$ cat config.mk
export PLATFORM = sky130hd
export DESIGN_NAME = coeff_commit_ctrl_flat
export DESIGN_NICKNAME = d
export VERILOG_FILES = /design/src/rtl/coeff_commit_ctrl_if.sv /design/src/rtl/coeff_commit_ctrl.sv /design/src/flat_wrapper.sv
export SDC_FILE = /design/constraint.sdc
export NUM_CORES = 1
export LEC_CHECK = 0
export CORE_ASPECT_RATIO = 1.75
export CORE_MARGIN = 1.5
export CORE_UTILIZATION = 51
export CTS_BUF_LIST = sky130_fd_sc_hd__clkbuf_2 sky130_fd_sc_hd__clkbuf_4 sky130_fd_sc_hd__clkbuf_8
export DETAILED_ROUTE_END_ITERATION = 7
export PLACE_DENSITY_LB_ADDON = 0.05
export SETUP_SLACK_MARGIN = 0.3
export SLEW_MARGIN = 0
export SYNTH_ARGS = -nofsm -noshare
export SYNTH_HDL_FRONTEND = slang
export SYNTH_SLANG_ARGS = --single-unit
export TNS_END_PERCENT = 50
$ cat constraint.sdc
create_clock -name clk -period 2.2 [get_ports clk]
set_clock_uncertainty 0.1 [all_clocks]
set_input_delay 0.22 -clock clk [delete_from_list [all_inputs] [get_ports clk]]
set_output_delay 0.22 -clock clk [all_outputs]
set_load 0.03 [all_outputs]
$ cat src/rtl/coeff_commit_ctrl_if.sv
// ---------------------------------------------------------------------------
// coeff_commit_ctrl_if
// Bundles the control/status signals of the coefficient commit controller.
//   clk_enable      : sample-rate enable qualifying every state update
//   i_write_done    : per-channel write-done levels from the input registers
//   i_phase         : current phase from the phase counter
//   i_ch_mask       : per-channel freeze (pending kept, commit suppressed)
//   i_clear_overrun : clears all sticky overrun flags
//   o_pending       : per-channel pending-commit flags
//   o_coeffs_en     : per-channel one-enabled-cycle commit pulse
//   o_overrun       : per-channel sticky overrun flags
//   o_busy          : OR of o_pending
//   o_commit_cnt    : wrapping count of commit events
// master drives the inputs of the controller; slave is the controller itself.
// ---------------------------------------------------------------------------
interface coeff_commit_ctrl_if #(
    parameter int N_CH    = 8,
    parameter int PHASE_W = 6,
    parameter int CNT_W   = 8
);
    logic               clk_enable;
    logic [N_CH-1:0]    i_write_done;
    logic [PHASE_W-1:0] i_phase;
    logic [N_CH-1:0]    i_ch_mask;
    logic               i_clear_overrun;
    logic [N_CH-1:0]    o_pending;
    logic [N_CH-1:0]    o_coeffs_en;
    logic [N_CH-1:0]    o_overrun;
    logic               o_busy;
    logic [CNT_W-1:0]   o_commit_cnt;

    modport master (
        output clk_enable, i_write_done, i_phase, i_ch_mask, i_clear_overrun,
        input  o_pending, o_coeffs_en, o_overrun, o_busy, o_commit_cnt
    );

    modport slave (
        input  clk_enable, i_write_done, i_phase, i_ch_mask, i_clear_overrun,
        output o_pending, o_coeffs_en, o_overrun, o_busy, o_commit_cnt
    );
endinterface

$ cat src/rtl/coeff_commit_ctrl.sv
// ---------------------------------------------------------------------------
// coeff_commit_ctrl
// Captures per-band coefficient write-done rising edges as pending requests
// and, on the frame-boundary phase, commits every pending unmasked band at
// once by pulsing its coefficient enable for one enabled cycle. Tracks
// per-band overruns (a new write while still pending) and counts commit
// events.
// Ports:
//   clk : system clock
//   rst : asynchronous active-high reset
//   bus : coeff_commit_ctrl_if.slave (enable, write-done, phase, mask,
//         overrun clear in; pending, commit pulse, overrun, busy, count out)
// ---------------------------------------------------------------------------
module coeff_commit_ctrl #(
    parameter int N_CH         = 8,
    parameter int PHASE_W      = 6,
    parameter int COMMIT_PHASE = 63,
    parameter int CNT_W        = 8
) (
    input  logic                clk,
    input  logic                rst,
    coeff_commit_ctrl_if.slave  bus
);

    localparam logic [PHASE_W-1:0] COMMIT_PHASE_V = PHASE_W'(COMMIT_PHASE);

    logic [N_CH-1:0]  wd_d_reg;
    logic [N_CH-1:0]  pending_reg;
    logic [N_CH-1:0]  coeffs_en_reg;
    logic [N_CH-1:0]  overrun_reg;
    logic [CNT_W-1:0] commit_cnt_reg;

    logic [N_CH-1:0]  edge_det;
    logic [N_CH-1:0]  do_commit;
    logic [N_CH-1:0]  pending_next;
    logic [N_CH-1:0]  overrun_next;
    logic             commit_cycle;

    assign commit_cycle = (bus.i_phase == COMMIT_PHASE_V);

    genvar gi;
    generate
        for (gi = 0; gi < N_CH; gi++) begin : g_ch
            assign edge_det[gi]  = bus.i_write_done[gi] & ~wd_d_reg[gi];
            assign do_commit[gi] = commit_cycle & pending_reg[gi] & ~bus.i_ch_mask[gi];

            // A fresh edge always (re)arms the request, even in the commit
            // cycle: that write missed this frame and goes out with the next.
            assign pending_next[gi] = edge_det[gi]  ? 1'b1 :
                                      do_commit[gi] ? 1'b0 :
                                                      pending_reg[gi];

            // Setting takes priority over the clear so a coincident overrun
            // is never lost.
            assign overrun_next[gi] = (edge_det[gi] & pending_reg[gi] & ~do_commit[gi]) ? 1'b1 :
                                      bus.i_clear_overrun ? 1'b0 :
                                                            overrun_reg[gi];
        end
    endgenerate

    always_ff @(posedge clk or posedge rst) begin
        if (rst) begin
            wd_d_reg       <= '0;
            pending_reg    <= '0;
            coeffs_en_reg  <= '0;
            overrun_reg    <= '0;
            commit_cnt_reg <= '0;
        end else if (bus.clk_enable) begin
            wd_d_reg      <= bus.i_write_done;
            pending_reg   <= pending_next;
            coeffs_en_reg <= do_commit;
            overrun_reg   <= overrun_next;
            // One event per commit cycle, however many bands go out.
            if (|do_commit) begin
                commit_cnt_reg <= commit_cnt_reg + CNT_W'(1);
            end
        end
    end

    assign bus.o_pending    = pending_reg;
    assign bus.o_coeffs_en  = coeffs_en_reg;
    assign bus.o_overrun    = overrun_reg;
    assign bus.o_busy       = |pending_reg;
    assign bus.o_commit_cnt = commit_cnt_reg;

endmodule

$ cat src/flat_wrapper.sv
// flat-port wrapper written by rule: the top's interface ports become plain ports
module coeff_commit_ctrl_flat 
#(
    parameter int N_CH         = 8,
    parameter int PHASE_W      = 6,
    parameter int COMMIT_PHASE = 63,
    parameter int CNT_W        = 8
)
  (clk, rst, bus_clk_enable, bus_i_write_done, bus_i_phase, bus_i_ch_mask, bus_i_clear_overrun, bus_o_pending, bus_o_coeffs_en, bus_o_overrun, bus_o_busy, bus_o_commit_cnt);
  coeff_commit_ctrl_if #(.N_CH(N_CH), .PHASE_W(PHASE_W), .CNT_W(CNT_W)) bus_i ();
  input  logic clk;
  input  logic rst;
  input wire logic [$bits(bus_i.clk_enable)-1:0] bus_clk_enable;
  input wire logic [$bits(bus_i.i_write_done)-1:0] bus_i_write_done;
  input wire logic [$bits(bus_i.i_phase)-1:0] bus_i_phase;
  input wire logic [$bits(bus_i.i_ch_mask)-1:0] bus_i_ch_mask;
  input wire logic [$bits(bus_i.i_clear_overrun)-1:0] bus_i_clear_overrun;
  output wire logic [$bits(bus_i.o_pending)-1:0] bus_o_pending;
  output wire logic [$bits(bus_i.o_coeffs_en)-1:0] bus_o_coeffs_en;
  output wire logic [$bits(bus_i.o_overrun)-1:0] bus_o_overrun;
  output wire logic [$bits(bus_i.o_busy)-1:0] bus_o_busy;
  output wire logic [$bits(bus_i.o_commit_cnt)-1:0] bus_o_commit_cnt;
  assign bus_i.clk_enable = bus_clk_enable;
  assign bus_i.i_write_done = bus_i_write_done;
  assign bus_i.i_phase = bus_i_phase;
  assign bus_i.i_ch_mask = bus_i_ch_mask;
  assign bus_i.i_clear_overrun = bus_i_clear_overrun;
  assign bus_o_pending = bus_i.o_pending;
  assign bus_o_coeffs_en = bus_i.o_coeffs_en;
  assign bus_o_overrun = bus_i.o_overrun;
  assign bus_o_busy = bus_i.o_busy;
  assign bus_o_commit_cnt = bus_i.o_commit_cnt;
  coeff_commit_ctrl #(.N_CH(N_CH), .PHASE_W(PHASE_W), .COMMIT_PHASE(COMMIT_PHASE), .CNT_W(CNT_W)) u_core (.clk(clk), .rst(rst), .bus(bus_i));
endmodule
==> summary.txt <==
Hold_ws - 0.246 ns
CTS clock-pin slew for the worst setup and hold paths - 0.08 ns
First-pass GRT wire length - 7150 um
Critical path arrival - 1.47 ns
Final core occ - 0.768
Vias in the first global route - 1582
CTS tree - built
Root buf cell - clkbuf_8
Syn_nets - 198
Top-area cell type share of the netlist area - 0.556
Status - finished, final reports clean
Row cnt - 28
Cts hold-fix bufs - 0
Port Buffers - 58
Iter 0 DRT Violations - 46
Final net count - 262
Crit path launch type - register
Syn avg cell area - 10.5 sq um
Leakage power - 1.10 nW
Final ANT Viol Nets - 0
Slowest-stage cell, CP - clkdlybuf4s50_1
Total CTS buffers - 5
Total power - 1.86 mW
Dominant cell type by area after synthesis - dfrtp_1
Layout fillers - 257
Synth Warn # - 0
Antenna violations before repair - 0
WS Path Type - register to output pin
Slew margin rel. - 0.539
Final setup vio count - 0
Drt drc - 0
Worst-path maximum fanout - 6
Crit-path max cell delay - 0.71 ns
Sequential share of the synthesized area - 0.556
Ant diodes - 0
Least-Margin Pin Slew - 0.692 ns
Area Growth Syn to Fin - 43.5%
H-Tree Depth - 2
Cell variety after synth - 28
R2r setup slk - 0.46 ns
Core Box Area - 3360 sq um
Boundary Pins - 59
Cells after Synth - 171
Final Hold Fails - 0
Maximum buffer depth of the clock tree - 2
CTS Sinks - 40
Die ar. - 3910 sq um
Vias per cell - 5.62
DRT Pass-1 Iters - 4
Worst reg2reg endpoint - u_core.bus.o_commit_cnt[3]
Synth area leaders - dfrtp_1 56%, nand2_1 6.0%, mux2_2 4.4%
#FFs+latches synth - 40
Crit path capture type - output pin
Post-CTS Setup Inserts - 0
HP Class - input pin to async pin
Gpl congestion - 0.842
Post-Route WL - 4530 um
Highest Clock Rate - 0.559 GHz
Die Ht - 81.6 um
Layout cell share with drive strength beyond 1 - 0.0979
GRT overflow - 0
HPWL after DPL - 3400 um
Max cap viols - 0
Critical R2R Launch - u_core.bus.o_pending[1]
Number of buffer and inverter stages on the critical path - 1
Final setup TNS - 0 ns
Final period util - 0.813
Cell chain of the critical path - clkdlybuf4s50_1
Initial core utilization - 0.535
Insertion delay to the later sink of the worst-skew pair - 0.30 ns
DR vias - 1574
Critical Path RT - 1.88 ns
P per Cell Area - 720 nW/um^2
R2r worst-path depth - 4
Largest net degree at the start of global routing - 41
DR WL/cell - 16.2 um
Fin. max-slew vios - 0
Crit path time final - 1.79 ns
Die width - 47.9 um
Mapped Area - 1800 sq um
GRT Overall Usage - 0.261
Max VDD drop - 0.731 mV
Top delay family on crit path - buffers and inverters
RSZ-0062 raised after global routing - no
[where the power goes]
group | switching (mW) | total (mW) | internal [mW] | leakage (nW)
registers | 0.0371 | 0.824 | 0.787 | 0.487
logic | 0.175 | 0.328 | 0.153 | 0.549
clock network | 0.261 | 0.707 | 0.447 | 0.0642
[per-stage QoR]
step / area, sq um / setup WS (ns) / cells
floorplan: 1800 / 0.451 / 171
global placement: 2450 / 0.227 / 273
detailed placement: 2450 / 0.148 / 273
CTS: 2580 / 0.406 / 280
global route: 2580 / 0.337 / 280
finish: 2580 / 0.412 / 280
[cell usage in the layout (no fill, tap or decap), drive strengths merged, types with 6 or more instances in the layout]
| cell type | instances |
|---|---|
| nand3b | 7 |
| nand2 | 29 |
| o21ai | 13 |
| inv | 11 |
| o31ai | 7 |
| mux2 | 8 |
| xnor2 | 7 |
| o41ai | 7 |
| nor2 | 9 |
| nand2b | 6 |
| dfrtp | 40 |
| clkdlybuf4s50 | 57 |
[area by class of cell]
cell class	instances	area, sq um	area share
multi-input combinational	114	739	0.286
clock inverter	2	60.1	0.0232
inverter	11	41.3	0.0160
tap	45	56.3	0.0218
clock buffer	5	68.8	0.0266
sequential	40	1000	0.387
timing repair buffer	63	617	0.239
[layer usage]
| layer | global-route usage | part of all wire |
|---|---|---|
| met1 | 0.299 | 0.39 |
| met2 | 0.447 | 0.54 |
| met3 | 0.0527 | 0.041 |
| met4 | 0.111 | 0.023 |
| met5 | 0 | 0 |
[timing repair]
action                     4_1_cts  5_1_grt
cloned                           0        0
setup endpoints to repair        1        3
gates resized for setup          1        1
[Yosys cell counts (all sizes together)]
master   number
ha            1
o31ai         7
clkbuf        3
nand2b        6
buf           3
mux2          8
o32ai         1
o2111ai       4
nand3b        7
or3           1
xnor2         7
or2           1
nor2          9
o21bai        1
nand2        29
o211ai        2
o41ai         7
inv          11
nor3          1
o21ai        13
and4          1
nor4          4
and2          1
dfrtp        40
nand4         3
[kinds of logic after synthesis]
group,after synthesis,share of synthesized area
compound gates,35,0.142
simple gates,63,0.172
flops,40,0.556
xor+xnor,7,0.0341
buf+inv,17,0.0368
mux,8,0.0521
fa+ha+maj,1,0.00695
[worst max path at each step]
stage	from	endpoint	slack, ns	cells past startpoint
finish	u_core.bus.o_pending[0]	bus_o_pending[0]	0.41	1
global placement	bus_i_ch_mask[6]	u_core.bus.o_commit_cnt[1]	0.23	5
detailed placement	bus_i_ch_mask[6]	u_core.bus.o_commit_cnt[1]	0.15	5
global route	u_core.bus.o_pending[1]	u_core.bus.o_commit_cnt[3]	0.34	4
CTS	u_core.bus.o_pending[0]	bus_o_pending[0]	0.41	1
floorplan	u_core.bus.o_pending[7]	u_core.bus.o_commit_cnt[1]	0.45	4
Note: power is estimated with default switching activity, not from simulation.
